## src/rtl/sipo_pkg.sv

```systemverilog
// Shared types and constants for the serial-in / parallel-out deserializer.
package sipo_pkg;

    localparam int DEFAULT_WIDTH = 3;

    typedef enum logic {
        IDLE  = 1'b0,
        SHIFT = 1'b1
    } sipo_state_t;

endpackage

```

## src/rtl/sipo_shift_reg.sv

```systemverilog
// Bit-position shift register and frame bit counter for sipo_deser.
// With SIPO_DESER_PARITY_EN defined it also tracks a running even-parity check.
module sipo_shift_reg
    import sipo_pkg::*;
#(
    parameter int WIDTH     = DEFAULT_WIDTH,
    parameter int MSB_FIRST = 1,
    parameter int FRAME_LEN = WIDTH,
    parameter int CW        = $clog2(FRAME_LEN + 1)
) (
    input  logic             clk,
    input  logic             rst,
    input  logic             start,
    input  logic             shift,
    input  logic             serial_in,
    output logic [WIDTH-1:0] word_next,
    output logic             done,
    output logic             frame_ok
);

    logic [WIDTH-1:0] data_reg;
    logic [CW-1:0]    count_reg;
    logic [CW-1:0]    count_next;
    logic [CW-1:0]    bit_idx;
    logic             capture;

    assign capture = start | shift;
    // A start bit always lands at arrival index 0, whatever the current count.
    assign bit_idx = start ? '0 : count_reg;
    assign done    = shift && (count_reg == CW'(FRAME_LEN - 1));

    genvar gi;
    generate
        for (gi = 0; gi < WIDTH; gi++) begin : g_bit
            localparam int ARR_IDX = (MSB_FIRST != 0) ? (WIDTH - 1 - gi) : gi;
            assign word_next[gi] = (capture && (bit_idx == CW'(ARR_IDX))) ? serial_in
                                 : (start ? 1'b0 : data_reg[gi]);
        end
    endgenerate

    always_comb begin
        count_next = count_reg;
        if (start)
            count_next = CW'(1);
        else if (done)
            count_next = '0;
        else if (shift)
            count_next = count_reg + CW'(1);
    end

    always_ff @(posedge clk) begin
        if (rst) begin
            data_reg  <= '0;
            count_reg <= '0;
        end else begin
            count_reg <= count_next;
            if (capture)
                data_reg <= word_next;
        end
    end

`ifdef SIPO_DESER_PARITY_EN
    logic par_reg;
    logic par_next;

    // XOR of every captured bit including the one arriving now; zero means even parity.
    assign par_next = (start ? 1'b0 : par_reg) ^ serial_in;
    assign frame_ok = ~par_next;

    always_ff @(posedge clk) begin
        if (rst)
            par_reg <= 1'b0;
        else if (capture)
            par_reg <= par_next;
    end
`else
    assign frame_ok = 1'b1;
`endif

endmodule

```

## src/rtl/sipo_deser.sv

```systemverilog
// Serial-to-parallel deserializer: framing FSM, output register and sticky overflow.
// Define SIPO_DESER_PARITY_EN for a trailing even-parity bit and the parity_err output.
module sipo_deser
    import sipo_pkg::*;
#(
    parameter int WIDTH     = DEFAULT_WIDTH,
    parameter int MSB_FIRST = 1
) (
    input  logic             clk,
    input  logic             rst,
    input  logic             serial_in,
    input  logic             bit_valid,
    input  logic             frame_start,
    input  logic             out_ready,
    output logic [WIDTH-1:0] parallel_out,
    output logic             out_valid,
    output logic             overflow
`ifdef SIPO_DESER_PARITY_EN
    ,
    output logic             parity_err
`endif
);

`ifdef SIPO_DESER_PARITY_EN
    localparam int FRAME_LEN = WIDTH + 1;
`else
    localparam int FRAME_LEN = WIDTH;
`endif

    sipo_state_t      state_reg;
    sipo_state_t      state_next;
    logic             in_shift;
    logic             start;
    logic             shift;
    logic             done;
    logic             frame_ok;
    logic [WIDTH-1:0] word_next;

    logic [WIDTH-1:0] out_reg;
    logic [WIDTH-1:0] out_next;
    logic             valid_reg;
    logic             valid_next;
    logic             ovf_reg;
    logic             ovf_next;

    assign start = bit_valid & frame_start;
    assign shift = bit_valid & ~frame_start & in_shift;

    sipo_shift_reg #(
        .WIDTH     (WIDTH),
        .MSB_FIRST (MSB_FIRST),
        .FRAME_LEN (FRAME_LEN)
    ) u_shift (
        .clk       (clk),
        .rst       (rst),
        .start     (start),
        .shift     (shift),
        .serial_in (serial_in),
        .word_next (word_next),
        .done      (done),
        .frame_ok  (frame_ok)
    );

    always_ff @(posedge clk) begin
        if (rst)
            state_reg <= IDLE;
        else
            state_reg <= state_next;
    end

    always_comb begin
        state_next = state_reg;
        if (start)
            state_next = SHIFT;
        else if (done)
            state_next = IDLE;
    end

    always_comb begin
        in_shift = (state_reg == SHIFT);
    end

    // A finished word takes the slot if it is empty or being drained this cycle.
    always_comb begin
        out_next   = out_reg;
        valid_next = valid_reg;
        ovf_next   = ovf_reg;
        if (done && frame_ok) begin
            if (!valid_reg || out_ready) begin
                out_next   = word_next;
                valid_next = 1'b1;
            end else begin
                ovf_next = 1'b1;
            end
        end else if (valid_reg && out_ready) begin
            valid_next = 1'b0;
        end
    end

    always_ff @(posedge clk) begin
        if (rst) begin
            out_reg   <= '0;
            valid_reg <= 1'b0;
            ovf_reg   <= 1'b0;
        end else begin
            out_reg   <= out_next;
            valid_reg <= valid_next;
            ovf_reg   <= ovf_next;
        end
    end

    assign parallel_out = out_reg;
    assign out_valid    = valid_reg;
    assign overflow     = ovf_reg;

`ifdef SIPO_DESER_PARITY_EN
    logic perr_reg;

    always_ff @(posedge clk) begin
        if (rst)
            perr_reg <= 1'b0;
        else
            perr_reg <= done & ~frame_ok;
    end

    assign parity_err = perr_reg;
`endif

endmodule

```

## config.mk

```make
export PLATFORM = sky130hd
export DESIGN_NAME = sipo_deser
export DESIGN_NICKNAME = d
export VERILOG_FILES = /design/src/rtl/sipo_pkg.sv /design/src/rtl/sipo_shift_reg.sv /design/src/rtl/sipo_deser.sv
export SDC_FILE = /design/constraint.sdc
export NUM_CORES = 1
export LEC_CHECK = 0
export CAP_MARGIN = 30
export CORE_AREA = 2 2 39 41
export CTS_CLUSTER_SIZE = 40
export DETAILED_ROUTE_END_ITERATION = 8
export DIE_AREA = 0 0 41 43
export HOLD_SLACK_MARGIN = 0.08
export PLACE_DENSITY_LB_ADDON = 0.15
export SYNTH_ARGS = -nofsm -noshare
export SYNTH_HDL_FRONTEND = slang
export SYNTH_HIERARCHICAL = 1
export SYNTH_SLANG_ARGS = --single-unit
export TNS_END_PERCENT = 100
```

## constraint.sdc

```tcl
create_clock -name clk -period 2.4 [get_ports clk]
set_clock_uncertainty 0.15 [all_clocks]
set_input_delay 0.24 -clock clk [delete_from_list [all_inputs] [get_ports clk]]
set_output_delay 0.24 -clock clk [all_outputs]
set_load 0.005 [all_outputs]
```

==> flow_metrics.env <==
export IMPL_cts_repair_resized=0
export IMPL_first_iter_violations=8
export IMPL_synthesis_yosys_warnings=6
export IMPL_grt_pass1_vias=375
export IMPL_grt_met3_usage_pct=9.42
export IMPL_nets=78
export IMPL_r2r_end="parallel_out[2]$_SDFFE_PP0P_"
export IMPL_timing_setup_tns_ns=0
export IMPL_pwr_share_seq_pct=55.4
export IMPL_critPathMaxFanout=6
export IMPL_synth_mux_area_fraction_pct=9.41
export IMPL_reg2reg_depth=6
export IMPL_final_max_slew_viol_count=0
export IMPL_holdPathStages=2
export IMPL_leakage_nw=0.251
export IMPL_path_clk_slew_ns=0.07
export IMPL_remaining_antenna_violation_count=0
export IMPL_syn_area_per_cell_sq_um=9.33
export IMPL_synth_top_family_by_area="simple AND/OR/NAND/NOR gates"
export IMPL_grt_start_max_net_pins=15
export IMPL_setup_violations=0
export IMPL_place_hpwl_um=654
export IMPL_post_route_drc_count=0
export IMPL_ys_types=25
export IMPL_routed_via_count=426
export IMPL_nFillCells=145
export IMPL_rows=14
export IMPL_core_area_sq_mm=0.00138
export IMPL_dpl_cell_area_sq_um=644
export IMPL_clock_insertion_delay_worst_skew_ns=0.26
export IMPL_rsz0062_at_grt="false"
export IMPL_ys_seq_area_share_pct=41.4
export IMPL_viasPerCell=4.95
export IMPL_fp_dieH_um=43
export IMPL_finalHoldViolCount=0
export IMPL_clockPowerShare_pct=36.2
export IMPL_seqCellArea_sq_um=220
export IMPL_worst_reg2reg_startpoint="in_shift$_SDFFE_PP0P_"
export IMPL_power_switching_share_pct=22.0
export IMPL_groute_usage_overall_pct=13.2
export IMPL_min_delay_worst_endpoint="parallel_out[1]$_SDFFE_PP0P_"
export IMPL_mostFrequentLayoutCell="sky130_fd_sc_hd__dfxtp_1"
export IMPL_compound_cell_area_share_of_the_yosys_netlist_pct=8.47
export IMPL_drt_pass1_iterations=4
export IMPL_combined_area_of_the_multi_input_logic_cells_sq_um=293
export IMPL_final_antenna_diode_count=0
export IMPL_io_pin_count=11
export IMPL_grt_pass1_wl_um=1500
export IMPL_switchingPower_w=0.0000749
export IMPL_effective_utilization_at_floorplan_pct=38.4
export IMPL_place_port_buffers=10
export IMPL_maxCapViolations=0
export IMPL_cts_post_setup_buffers_inserted=0
export IMPL_gr_total_overflow=0
export IMPL_area_growth_synth_to_final_pct=26.1
export IMPL_clkSinkCount=11
export IMPL_final_min_period_over_clock_period_pct=70.0
export IMPL_globalRoute_busiestLayer="met2"
export IMPL_share_of_final_layout_standard_cells_stronger_than_drive_strength_1_pct=14.3
export IMPL_max_freq_mhz=595
export IMPL_post_route_wl_um=872
export IMPL_global_route_usage_met1_pct=14.6
export IMPL_cts_root_buf="sky130_fd_sc_hd__clkbuf_4"
export IMPL_gp_congestion=0.680
export IMPL_finalCriticalPeriod_ns=1.68
export IMPL_tritoncts="yes"
export IMPL_final_area_sq_um=671
export IMPL_reg2reg_slack_ns=0.85
export IMPL_startpoint_type="primary input"
export IMPL_share_comb_of_total_power_pct=8.4
export IMPL_use_met2_pct=18.4
export IMPL_initial_antenna_violation_count=0
export IMPL_synth_simple_area_share_pct=34.1
export IMPL_layout_common_cells="sky130_fd_sc_hd__dfxtp_1 (11), sky130_fd_sc_hd__clkdlybuf4s50_1 (10), sky130_fd_sc_hd__nand2b_1 (6)"
export IMPL_tritoncts_num_buffers=3
export IMPL_cts_path_max_buffers=2
export IMPL_critPathKind="primary input to register"
export IMPL_worst_setup_path_end_kind="register"
export IMPL_critPathArrivalTime_ns=1.73
export IMPL_cts_hold_buffers_added=0
export IMPL_synth_xor_area_share_pct=0
export IMPL_hold_path_class="register to register"
export IMPL_power_density_mw_per_mm2=508
export IMPL_holdCritStartpoint="parallel_out[1]$_SDFFE_PP0P_"
export IMPL_synth_fp_nets=64
export IMPL_x_dimension_of_the_die_um=41
export IMPL_vdd_ir_drop_worst_v=0.000346
export IMPL_wire_per_inst_um=10.1
export IMPL_internal_power_w=0.000266
export IMPL_outcome="complete, no violations"
export IMPL_die_area_sq_mm=0.00176
export IMPL_number_of_register_bits_inferred_by_synthesis=11
export IMPL_synthAdderAreaFrac_pct=2.35
export IMPL_syn_area_sq_um=532
export IMPL_synthCells=57
export IMPL_required_ns=2.45
export IMPL_cts_max_level=1
[cells in the mapped netlist]
master / number / area share (%)
sky130_fd_sc_hd__o21ai_1: 1 / 0.94
sky130_fd_sc_hd__or3b_4: 1 / 2.1
sky130_fd_sc_hd__dfxtp_1: 11 / 41
sky130_fd_sc_hd__and2_2: 1 / 1.4
sky130_fd_sc_hd__and3b_1: 1 / 1.6
sky130_fd_sc_hd__mux2i_1: 5 / 9.4
sky130_fd_sc_hd__nand2_2: 1 / 1.2
sky130_fd_sc_hd__inv_1: 3 / 2.1
sky130_fd_sc_hd__nand3b_1: 2 / 2.8
sky130_fd_sc_hd__nor3b_1: 1 / 1.4
sky130_fd_sc_hd__nor2b_4: 1 / 2.6
sky130_fd_sc_hd__nor2_4: 1 / 2.1
sky130_fd_sc_hd__a31oi_1: 1 / 1.2
sky130_fd_sc_hd__nand2b_1: 6 / 7.1
sky130_fd_sc_hd__and2_1: 1 / 1.2
sky130_fd_sc_hd__nor2_1: 5 / 3.5
sky130_fd_sc_hd__a21oi_2: 1 / 1.6
sky130_fd_sc_hd__nand2_1: 1 / 0.71
sky130_fd_sc_hd__buf_4: 1 / 1.4
sky130_fd_sc_hd__ha_1: 1 / 2.4
sky130_fd_sc_hd__nor3b_2: 1 / 2.4
sky130_fd_sc_hd__or3_1: 1 / 1.2
sky130_fd_sc_hd__conb_1: 1 / 0.71
sky130_fd_sc_hd__a21oi_1: 5 / 4.7
sky130_fd_sc_hd__nor3_1: 3 / 2.8
[per-layer routing]
| layer | vias to the layer above | share of wire [%] |
|---|---|---|
| li1 | 218 | - |
| met1 | 197 | 44 |
| met2 | 9 | 48 |
| met3 | 2 | 7.2 |
| met4 | 0 | 1.0 |
| met5 | - | 0 |
[area by class of cell]
cell class / instances / area share [%]
Multi-Input combinational cell: 42 / 43.7
Sequential cell: 11 / 32.8
Timing Repair Buffer: 10 / 14.9
Clock buffer: 4 / 3.92
Tap cell: 16 / 2.99
Inverter: 3 / 1.68
[power by group through the flow]
stage | Combinational [W] | Sequential [W] | Clock, W
after global placement | 0.0000288 | 0.000193 | 0
after floorplan | 0.0000161 | 0.000192 | 0
final | 0.0000286 | 0.000189 | 0.000123
after global routing | 0.0000320 | 0.000189 | 0.000143
after CTS | 0.0000290 | 0.000189 | 0.000134
after detailed placement | 0.0000289 | 0.000193 | 0
[worst max-delay path, stage by stage]
cell and delay (ns):
sky130_fd_sc_hd__clkdlybuf4s50_1 0.46, sky130_fd_sc_hd__and3b_1 0.22, sky130_fd_sc_hd__nor3b_2 0.18, sky130_fd_sc_hd__or3b_4 0.38, sky130_fd_sc_hd__nand2_1 0.07, sky130_fd_sc_hd__nand2b_1 0.05
sky130_fd_sc_hd__mux2i_1 0.13
[worst max-delay path by stage]
stage / start / to / slack [ns] / cells after the start
final: frame_start / parallel_out[2]$_SDFFE_PP0P_ / 0.72 / 7
after global routing: frame_start / parallel_out[2]$_SDFFE_PP0P_ / 0.66 / 7
after CTS: frame_start / parallel_out[2]$_SDFFE_PP0P_ / 0.73 / 7
after detailed placement: frame_start / parallel_out[2]$_SDFFE_PP0P_ / 0.46 / 7
after global placement: frame_start / parallel_out[2]$_SDFFE_PP0P_ / 0.48 / 7
after floorplan: in_shift$_SDFFE_PP0P_ / parallel_out[2]$_SDFFE_PP0P_ / 0.94 / 6
[cells by family (layout without fill, tap and decap cells)]
group,after synthesis,after routing
flip-flops,11,11
multiplexers,5,5
AO/OA/AOI/OAI,8,8
buffers and inverters,4,17
AND/OR/NAND/NOR,27,27
other,1,1
adder cells (fa/ha/maj),1,1
[through the flow]
step / power, W / utilization (%) / worst slack [ns] / cells / hold WS [ns]
6_report: 0.000341 / 48.5 / 0.719 / 86 / 0.325
5_1_grt: 0.000365 / 48.5 / 0.662 / 86 / 0.338
4_1_cts: 0.000352 / 48.5 / 0.727 / 86 / 0.331
3_5_place_dp: 0.000222 / 46.6 / 0.464 / 82 / 0.314
3_3_place_gp: 0.000222 / 46.6 / 0.477 / 82 / 0.308
2_1_floorplan: 0.000208 / - / 0.942 / 57 / 0.152
Note: power is estimated with default switching activity, not from simulation.
